--- src/rtl/load_store_unit.sv ---
// RV32I load/store unit: aligns, lane-shifts and extends accesses over a simple req/ack bus.
// Define LSU_MISALIGN_TRAP_EN to fault misaligned H/W accesses instead of force-aligning them.
module load_store_unit #(
    parameter int unsigned WIDTH   = 32,
    parameter int unsigned TIMEOUT = 255
) (
    input  logic             clk,
    input  logic             rst_n,
    input  logic             req_valid,
    output logic             req_ready,
    input  logic             is_store,
    input  logic [2:0]       funct3,
    input  logic [WIDTH-1:0] addr,
    input  logic [WIDTH-1:0] wdata,
    output logic             resp_valid,
    output logic [WIDTH-1:0] rdata,
    output logic             err,
    output logic             mem_req,
    output logic             mem_we,
    output logic [WIDTH-1:0] mem_addr,
    output logic [3:0]       mem_be,
    output logic [WIDTH-1:0] mem_wdata,
    input  logic             mem_ack,
    input  logic [WIDTH-1:0] mem_rdata
);

    localparam int unsigned CNT_W = 8;
    localparam int unsigned OFF_W = 2;

    typedef enum logic [1:0] {
        S_IDLE = 2'd0,
        S_BUS  = 2'd1,
        S_RESP = 2'd2
    } state_t;

    state_t             r_state;
    logic               r_req_ready;
    logic               r_resp_valid;
    logic [WIDTH-1:0]   r_rdata;
    logic               r_err;
    logic               r_mem_req;
    logic               r_mem_we;
    logic [WIDTH-1:0]   r_mem_addr;
    logic [3:0]         r_mem_be;
    logic [WIDTH-1:0]   r_mem_wdata;
    logic [CNT_W-1:0]   r_cnt;
    logic [2:0]         r_funct3;
    logic [OFF_W-1:0]   r_off;
    logic               r_is_store;

    logic               w_is_b;
    logic               w_is_h;
    logic               w_is_w;
    logic               w_illegal;
    logic               w_misalign;
    logic               w_fault;
    logic [OFF_W-1:0]   w_off;
    logic [3:0]         w_be;
    logic [WIDTH-1:0]   w_wdata;
    logic [WIDTH-1:0]   w_shift;
    logic [WIDTH-1:0]   w_load;

    // Request decode: size, legality, effective byte offset, lane enables and store data.
    always_comb begin
        w_is_b    = (funct3 == 3'b000) || (funct3 == 3'b100);
        w_is_h    = (funct3 == 3'b001) || (funct3 == 3'b101);
        w_is_w    = (funct3 == 3'b010);
        w_illegal = !(w_is_b || w_is_h || w_is_w) || (is_store && funct3[2]);
`ifdef LSU_MISALIGN_TRAP_EN
        w_misalign = (w_is_h && addr[0]) || (w_is_w && (addr[1:0] != 2'b00));
`else
        w_misalign = 1'b0;
`endif
        w_fault = w_illegal || w_misalign;

        w_off   = addr[1:0];
        w_be    = 4'b1111;
        w_wdata = wdata;
        if (w_is_b) begin
            w_be    = 4'(4'b0001 << w_off);
            w_wdata = {4{wdata[7:0]}};
        end else if (w_is_h) begin
            // Halfwords ignore addr[0] so a misaligned access lands on its containing half.
            w_off   = {addr[1], 1'b0};
            w_be    = 4'(4'b0011 << w_off);
            w_wdata = {2{wdata[15:0]}};
        end else if (w_is_w) begin
            w_off = 2'b00;
        end
    end

    // Load extraction from the returned word using the registered size and offset.
    always_comb begin
        w_shift = mem_rdata >> {r_off, 3'b000};
        case (r_funct3)
            3'b000:  w_load = {{(WIDTH-8){w_shift[7]}}, w_shift[7:0]};
            3'b001:  w_load = {{(WIDTH-16){w_shift[15]}}, w_shift[15:0]};
            3'b100:  w_load = {{(WIDTH-8){1'b0}}, w_shift[7:0]};
            3'b101:  w_load = {{(WIDTH-16){1'b0}}, w_shift[15:0]};
            default: w_load = w_shift;
        endcase
    end

    always_ff @(posedge clk or negedge rst_n) begin
        if (!rst_n) begin
            r_state      <= S_IDLE;
            r_req_ready  <= 1'b1;
            r_resp_valid <= 1'b0;
            r_rdata      <= '0;
            r_err        <= 1'b0;
            r_mem_req    <= 1'b0;
            r_mem_we     <= 1'b0;
            r_mem_addr   <= '0;
            r_mem_be     <= '0;
            r_mem_wdata  <= '0;
            r_cnt        <= '0;
            r_funct3     <= '0;
            r_off        <= '0;
            r_is_store   <= 1'b0;
        end else begin
            case (r_state)
                S_IDLE: begin
                    if (req_valid) begin
                        r_funct3    <= funct3;
                        r_off       <= w_off;
                        r_is_store  <= is_store;
                        r_req_ready <= 1'b0;
                        if (w_fault) begin
                            r_state      <= S_RESP;
                            r_resp_valid <= 1'b1;
                            r_err        <= 1'b1;
                            r_rdata      <= '0;
                        end else begin
                            r_state     <= S_BUS;
                            r_mem_req   <= 1'b1;
                            r_mem_we    <= is_store;
                            r_mem_addr  <= {addr[WIDTH-1:2], 2'b00};
                            r_mem_be    <= w_be;
                            r_mem_wdata <= w_wdata;
                            r_cnt       <= '0;
                        end
                    end
                end
                S_BUS: begin
                    if (mem_ack) begin
                        r_state      <= S_RESP;
                        r_mem_req    <= 1'b0;
                        r_mem_we     <= 1'b0;
                        r_resp_valid <= 1'b1;
                        r_err        <= 1'b0;
                        r_rdata      <= r_is_store ? '0 : w_load;
                    end else if (r_cnt == CNT_W'(TIMEOUT - 1)) begin
                        r_state      <= S_RESP;
                        r_mem_req    <= 1'b0;
                        r_mem_we     <= 1'b0;
                        r_resp_valid <= 1'b1;
                        r_err        <= 1'b1;
                        r_rdata      <= '0;
                    end else begin
                        r_cnt <= r_cnt + CNT_W'(1);
                    end
                end
                S_RESP: begin
                    r_state      <= S_IDLE;
                    r_resp_valid <= 1'b0;
                    r_req_ready  <= 1'b1;
                end
                default: begin
                    r_state      <= S_IDLE;
                    r_resp_valid <= 1'b0;
                    r_req_ready  <= 1'b1;
                    r_mem_req    <= 1'b0;
                end
            endcase
        end
    end

    assign req_ready  = r_req_ready;
    assign resp_valid = r_resp_valid;
    assign rdata      = r_rdata;
    assign err        = r_err;
    assign mem_req    = r_mem_req;
    assign mem_we     = r_mem_we;
    assign mem_addr   = r_mem_addr;
    assign mem_be     = r_mem_be;
    assign mem_wdata  = r_mem_wdata;

endmodule

--- config.mk ---
export PLATFORM = sky130hd
export DESIGN_NAME = load_store_unit
export DESIGN_NICKNAME = d
export VERILOG_FILES = /design/src/rtl/load_store_unit.sv
export SDC_FILE = /design/constraint.sdc
export NUM_CORES = 1
export LEC_CHECK = 0
export BUFFER_PORTS_ARGS = -buffer_cell sky130_fd_sc_hd__buf_2
export CAP_MARGIN = 20
export CORE_MARGIN = 2
export CORE_UTILIZATION = 45
export DETAILED_ROUTE_END_ITERATION = 10
export PLACE_DENSITY = 0.72
export SYNTH_ARGS = -nofsm -noshare
export SYNTH_HDL_FRONTEND = slang
export SYNTH_SLANG_ARGS = --single-unit
--- constraint.sdc ---
create_clock -name clk -period 3 [get_ports clk]
set_input_delay 0.15 -clock clk [delete_from_list [all_inputs] [get_ports clk]]
set_output_delay 0.15 -clock clk [all_outputs]
set_load 0.01 [all_outputs]
---- Yosys cells after proc, flatten, opt, wreduce, memory -nomap -nowiden ----
Index checks and enable logic that the tools add are counted.
storage, ports and cells
  latch bits .............................. 0
  memories kept ........................... 0
  logic and storage cells ................. 98
  ROM bits ................................ 0
  input bits .............................. 104
  RAM bits ................................ 0
  flip-flop bits (word level) ............. 119
  output and inout bits ................... 105
operators by class
  shift-type cells ........................ 3
  $mul .................................... 0
  multiplexer cells ....................... 41
  $add $sub $neg .......................... 1
  div/mod/pow operators ................... 0
  magnitude comparators ................... 0
  bitwise operators ....................... 3
  reductions and logical operators ........ 20
  equality and inequality tests ........... 16
operator list
  cell                                                                number
  32-bit 2-to-1 mux                                                   7
  32-bit case mux with 4 select lines                                 1
  32-bit case mux with 2 select lines                                 1
  8-bit 2-to-1 mux                                                    4
  32-bit by 5-bit >> shifter with 32-bit output                       1
  8-bit case mux with 2 select lines                                  1
  2-bit 2-to-1 mux                                                    7
  3-bit == test (second input constant)                               4
  1-bit 2-to-1 mux                                                    12
  4-bit AND reduction                                                 3
  2-bit != test (second input constant)                               5
  8-bit by 1-bit adder with 8-bit output (second input constant)      1
  8-bit == test (second input constant)                               1
  4-bit 2-to-1 mux                                                    2
  1-bit case mux with 2 select lines                                  4
  3-bit by 1-bit == test with 1-bit output (second input constant)    2
  3-bit logical NOT                                                   2
  2-bit AND reduction                                                 3
  3-bit AND reduction                                                 2
  1-bit logical OR                                                    5
  5-bit AND reduction                                                 1
  2-bit case mux with 2 select lines                                  1
  1-bit by 2-bit << shifter with 4-bit output (first input constant)  1
  2-bit by 2-bit << shifter with 4-bit output (first input constant)  1
  10 further kinds                                                    12

---- Longest topological paths before layout ----
  depth in word-level cells ............... 9
  gate-level depth with buffers ........... 8
  gate-level depth less buffers ........... 6

---- Worst setup path after synthesis ----
No wires, ideal clock.
  path type ............................... register to register
  start ................................... reg r_cnt[0]
  end ..................................... reg r_cnt[5]
  clock period less this slack ............ 1925 ps
  path slack .............................. 1075 ps
  path buffers ............................ 1
  data required time ...................... 2934 ps
  setup time .............................. 66 ps
  data arrival time ....................... 1859 ps
  stages on the path, launching flop included .. 8
  path through ............................ dfrtp_1 > inv_1 > ha_1 > and3_1 > a311o_2 > buf_6 > or4_1 > nand2_1
between the ends
  longest elaborated chain between the ends .. 4
  elaborated cells on any way between the ends .. 7
  classes of those cells .................. add/sub: 1; eq/ne: 2; mux: 3; reduce/logical: 1
RTL lines
  item                                    RTL line  source
  from (decl)                             46        logic [CNT_W-1:0] r_cnt;
  from (signal assigned)                  160       r_cnt <= r_cnt + CNT_W'(1);
  8-bit by 1-bit adder with 8-bit output  160
  8-bit 2-to-1 mux                        152       end else if (r_cnt == CNT_W'(TIMEOUT - 1)) begin
  8-bit 2-to-1 mux                        145       if (mem_ack) begin
  8-bit case mux with 2 select lines      121       case (r_state)
Several ways; a longest one is shown, not always the timed one. The select of a mux whose other input is x is not followed.
A chain may end at the register's enable or synchronous reset.

---- Final worst setup path ----
  start ................................... reg r_cnt[0]
  end ..................................... reg r_err, in the netlist err
between the ends
  longest elaborated chain between the ends .. 3
RTL lines
  item                                  RTL line  source
  8-bit == test                         152
  3-bit != test (no source line)        n/a
  4-bit AND reduction (no source line)  n/a
  to (signal assigned)                  131       r_err <= 1'b1;
  to (signal assigned)                  150       r_err <= 1'b0;
  to (signal assigned)                  157       r_err <= 1'b1;
  to (decl)                             40        logic r_err;
Every way passes these cells.

==> metrics.cfg <==
[power]
comb_power_share_pct = 36.4
p_sw_w = 0.00263
pwr-share-clk_pct = 27.6
p_seq_share_pct = 35.9
power.static_leakage_nw = 4.06
powerDensity_mw_per_mm2 = 942
total_power_w = 0.00725
netSwitchingFraction_pct = 36.3
intPower_w = 0.00462
ir_drop_uv = 373

[sta]
setup_ws_ns = 0.584
fin_skew_ns = 0.00914
finalCriticalPeriod_ns = 2.42
fmax_ghz = 0.414
fin_crit_sh_pct = 80.5
worst_slew_pin_slew_ns = 0.734
rsz0062_at_grt = no
hold_viol = 0
finalSetupViolations = 0
fin_hold_ws_ns = 0.0198
slew_viol_final = 0
slew_headroom_pct = 51.1
tns_ns = 0

[yosys]
synth-seq-area-share_pct = 53.3
synth_cells = 549
synth_area_per_cell_um2 = 10.2
synth_async_sr_flop_share_pct = 100
synth_ff_type = dfrtp_1
netlist_area_mm2 = 0.00558
synth-edff-count = 0
ys_seq_elements = 119
yosys_warnings = 0
synth_cell_types = 53

[run]
cap_violations = 0

[clock_tree]
clock_sinks = 119
clock_path_buffers = 2
htreeDepth = 4
cts_tree = done
cts_inserted_buffers = 17
cts_root_buffer = clkbuf_16
path_clk_slew_ns = 0.06
clk_latency_ns = 0.40

[placement]
place.port_buffers = 206
pre_cts_slack_ns = 0.627
place_hpwl_um = 10400
gp_congestion = 0.865

[floorplanning]
die_w_um = 115
coreArea_mm2 = 0.0121
io_pins = 209
start_util_pct = 46.3
fp.dieH_um = 115
fp.dieArea_mm2 = 0.0133
rows = 40

[grt]
grt_pass1_wl_um = 24600
antenna_found_initial = 0
grt_overflow = 0
grt_max_degree = 104
grt_pass1_vias = 4940
track_usage_pct = 23.6

[drt]
vias = 4985
drc = 0
drt-total-wl_um = 15400
antenna_left = 0
first_iter_violations = 374
firstDrtPassIters = 4
vias_per_cell = 5.17
wire_per_inst_um = 16.0

[setup_path]
worst_ep_arrival_time_ns = 2.73
crit_fanout = 22
worstPathRequired_ns = 3.31
path_class = reg -> reg
worstRegToRegCells = 7
cp-end-kind = register
setup.worst_path.start_class = register

[finish]
seqCellArea_mm2 = 0.00298
area_delta_synth_final_pct = 37.9
layout-drive-gt1-share_pct = 34.3
antenna_cells = 0
utilization_pct = 63.9
final_common_cell = buf_2
mostFrequentLayoutCells = 205 x buf_2, 150 x nand2_1, 118 x dfrtp_1
multi_input_area_mm2 = 0.00235
n_fill_cell = 960
fin_nets = 889

[hold_path]
hp-class = in -> reg
holdPathStages = 3

[status]
outcome = completed

## metal layers
metal / GRT usage (%) / routed length [um] / vias to the layer above
met3: 5.80 / 817 / 24
li1: - / - / 2401
met5: 0 / 0 / -
met4: 8.67 / 256 / 0
met1: 31.6 / 6680 / 2381
met2: 37.4 / 7680 / 179
## power by group through the flow
stage               logic (W)  registers (W)  clock network, W
CTS                   0.00266        0.00261           0.00204
global placement      0.00253        0.00260                 0
finish                0.00264        0.00261           0.00200
detailed placement    0.00262        0.00262                 0
floorplan             0.00140        0.00282                 0
global route          0.00293        0.00268           0.00212
## worst paths after layout
path / slack, ns / from / end
hold reg to reg: 0.47 / mem_wdata[24]$_DFFE_PN0P_ / mem_wdata[24]$_DFFE_PN0P_
min in group asynchronous: 0.35 / rst_n / rdata[26]$_DFFE_PN0P_
max in group asynchronous: 1.79 / rst_n / req_ready$_DFFE_PN1P_
hold / removal: 0.02 / wdata[5] / mem_wdata[5]$_DFFE_PN0P_
setup reg to reg: 0.58 / r_cnt[0]$_DFFE_PN0P_ / err$_DFFE_PN0P_
setup / recovery: 0.58 / r_cnt[0]$_DFFE_PN0P_ / err$_DFFE_PN0P_
## state kept, by name (all words and copies together), names as in the netlist
signal      cells
r_funct3        3
mem_we          1
mem_wdata      32
mem_be          4
req_ready       1
r_state         2
resp_valid      1
err             1
rdata          32
r_cnt           8
r_is_store      1
r_off           2
mem_req         1
mem_addr       30
## cell usage after synthesis, types with 2 or more instances
master / count / area, um2
o211ai_1: 6 / 45.0
buf_1: 2 / 7.51
o21ai_0: 28 / 140
nand4_1: 2 / 12.5
buf_2: 20 / 100
or4_1: 5 / 37.5
nand2_1: 150 / 563
a21oi_1: 24 / 120
nand3_1: 7 / 35.0
o31ai_1: 2 / 15.0
nor2b_1: 4 / 25.0
mux2i_1: 38 / 380
a22o_1: 2 / 17.5
dfrtp_1: 118 / 2950
o2bb2ai_1: 23 / 201
a21o_1: 3 / 22.5
a211oi_1: 2 / 15.0
nor2_1: 21 / 78.8
nand2b_1: 2 / 12.5
ha_1: 2 / 25.0
mux2_2: 15 / 169
inv_1: 7 / 26.3
buf_4: 6 / 45.0
clkbuf_1: 12 / 45.0
and3_1: 3 / 18.8
a221o_1: 16 / 160
buf_6: 3 / 33.8
## final cells by class
class                      instances  area share, %
sequential                       119           38.7
multi-input combinational        381           30.5
timing repair buffer             257           20.0
clock buffer                      21           6.11
tap                              168           2.73
clock inverter                    11           1.61
inverter                           7          0.341
## worst max-delay path: stages, from the launching register on
cell	delay, ns
dfrtp_1	0.43
inv_1	0.08
ha_1	0.14
and3_1	0.15
a311o_2	0.42
nand4_2	0.53
buf_4	0.39
a32oi_1	0.18
## timing repair
item	4_1_cts	5_1_grt
hold buffers	39	1
endpoints found under the hold margin	92	1
gates resized for setup	0	0
buffers inserted	0	0
## stage by stage
step	instances	instance area, um2
floorplan	550	5590
global placement	892	6710
detailed placement	892	6710
CTS	963	7690
global route	964	7700
finish	964	7700
## logic make-up after synthesis
| logic type | after synthesis | share of synthesized area [%] |
|---|---|---|
| muxes | 54 | 10.2 |
| DFF | 119 | 53.3 |
| adders and majority gates | 2 | 0.448 |
| AOI/OAI and AO/OA | 114 | 14.6 |
| buffers and inverters | 50 | 4.62 |
| xor gates and xnor gates | 1 | 0.157 |
| other | 1 | 0.0672 |
| and+or+nand+nor | 208 | 16.5 |
(Power assumes the default switching activity.)
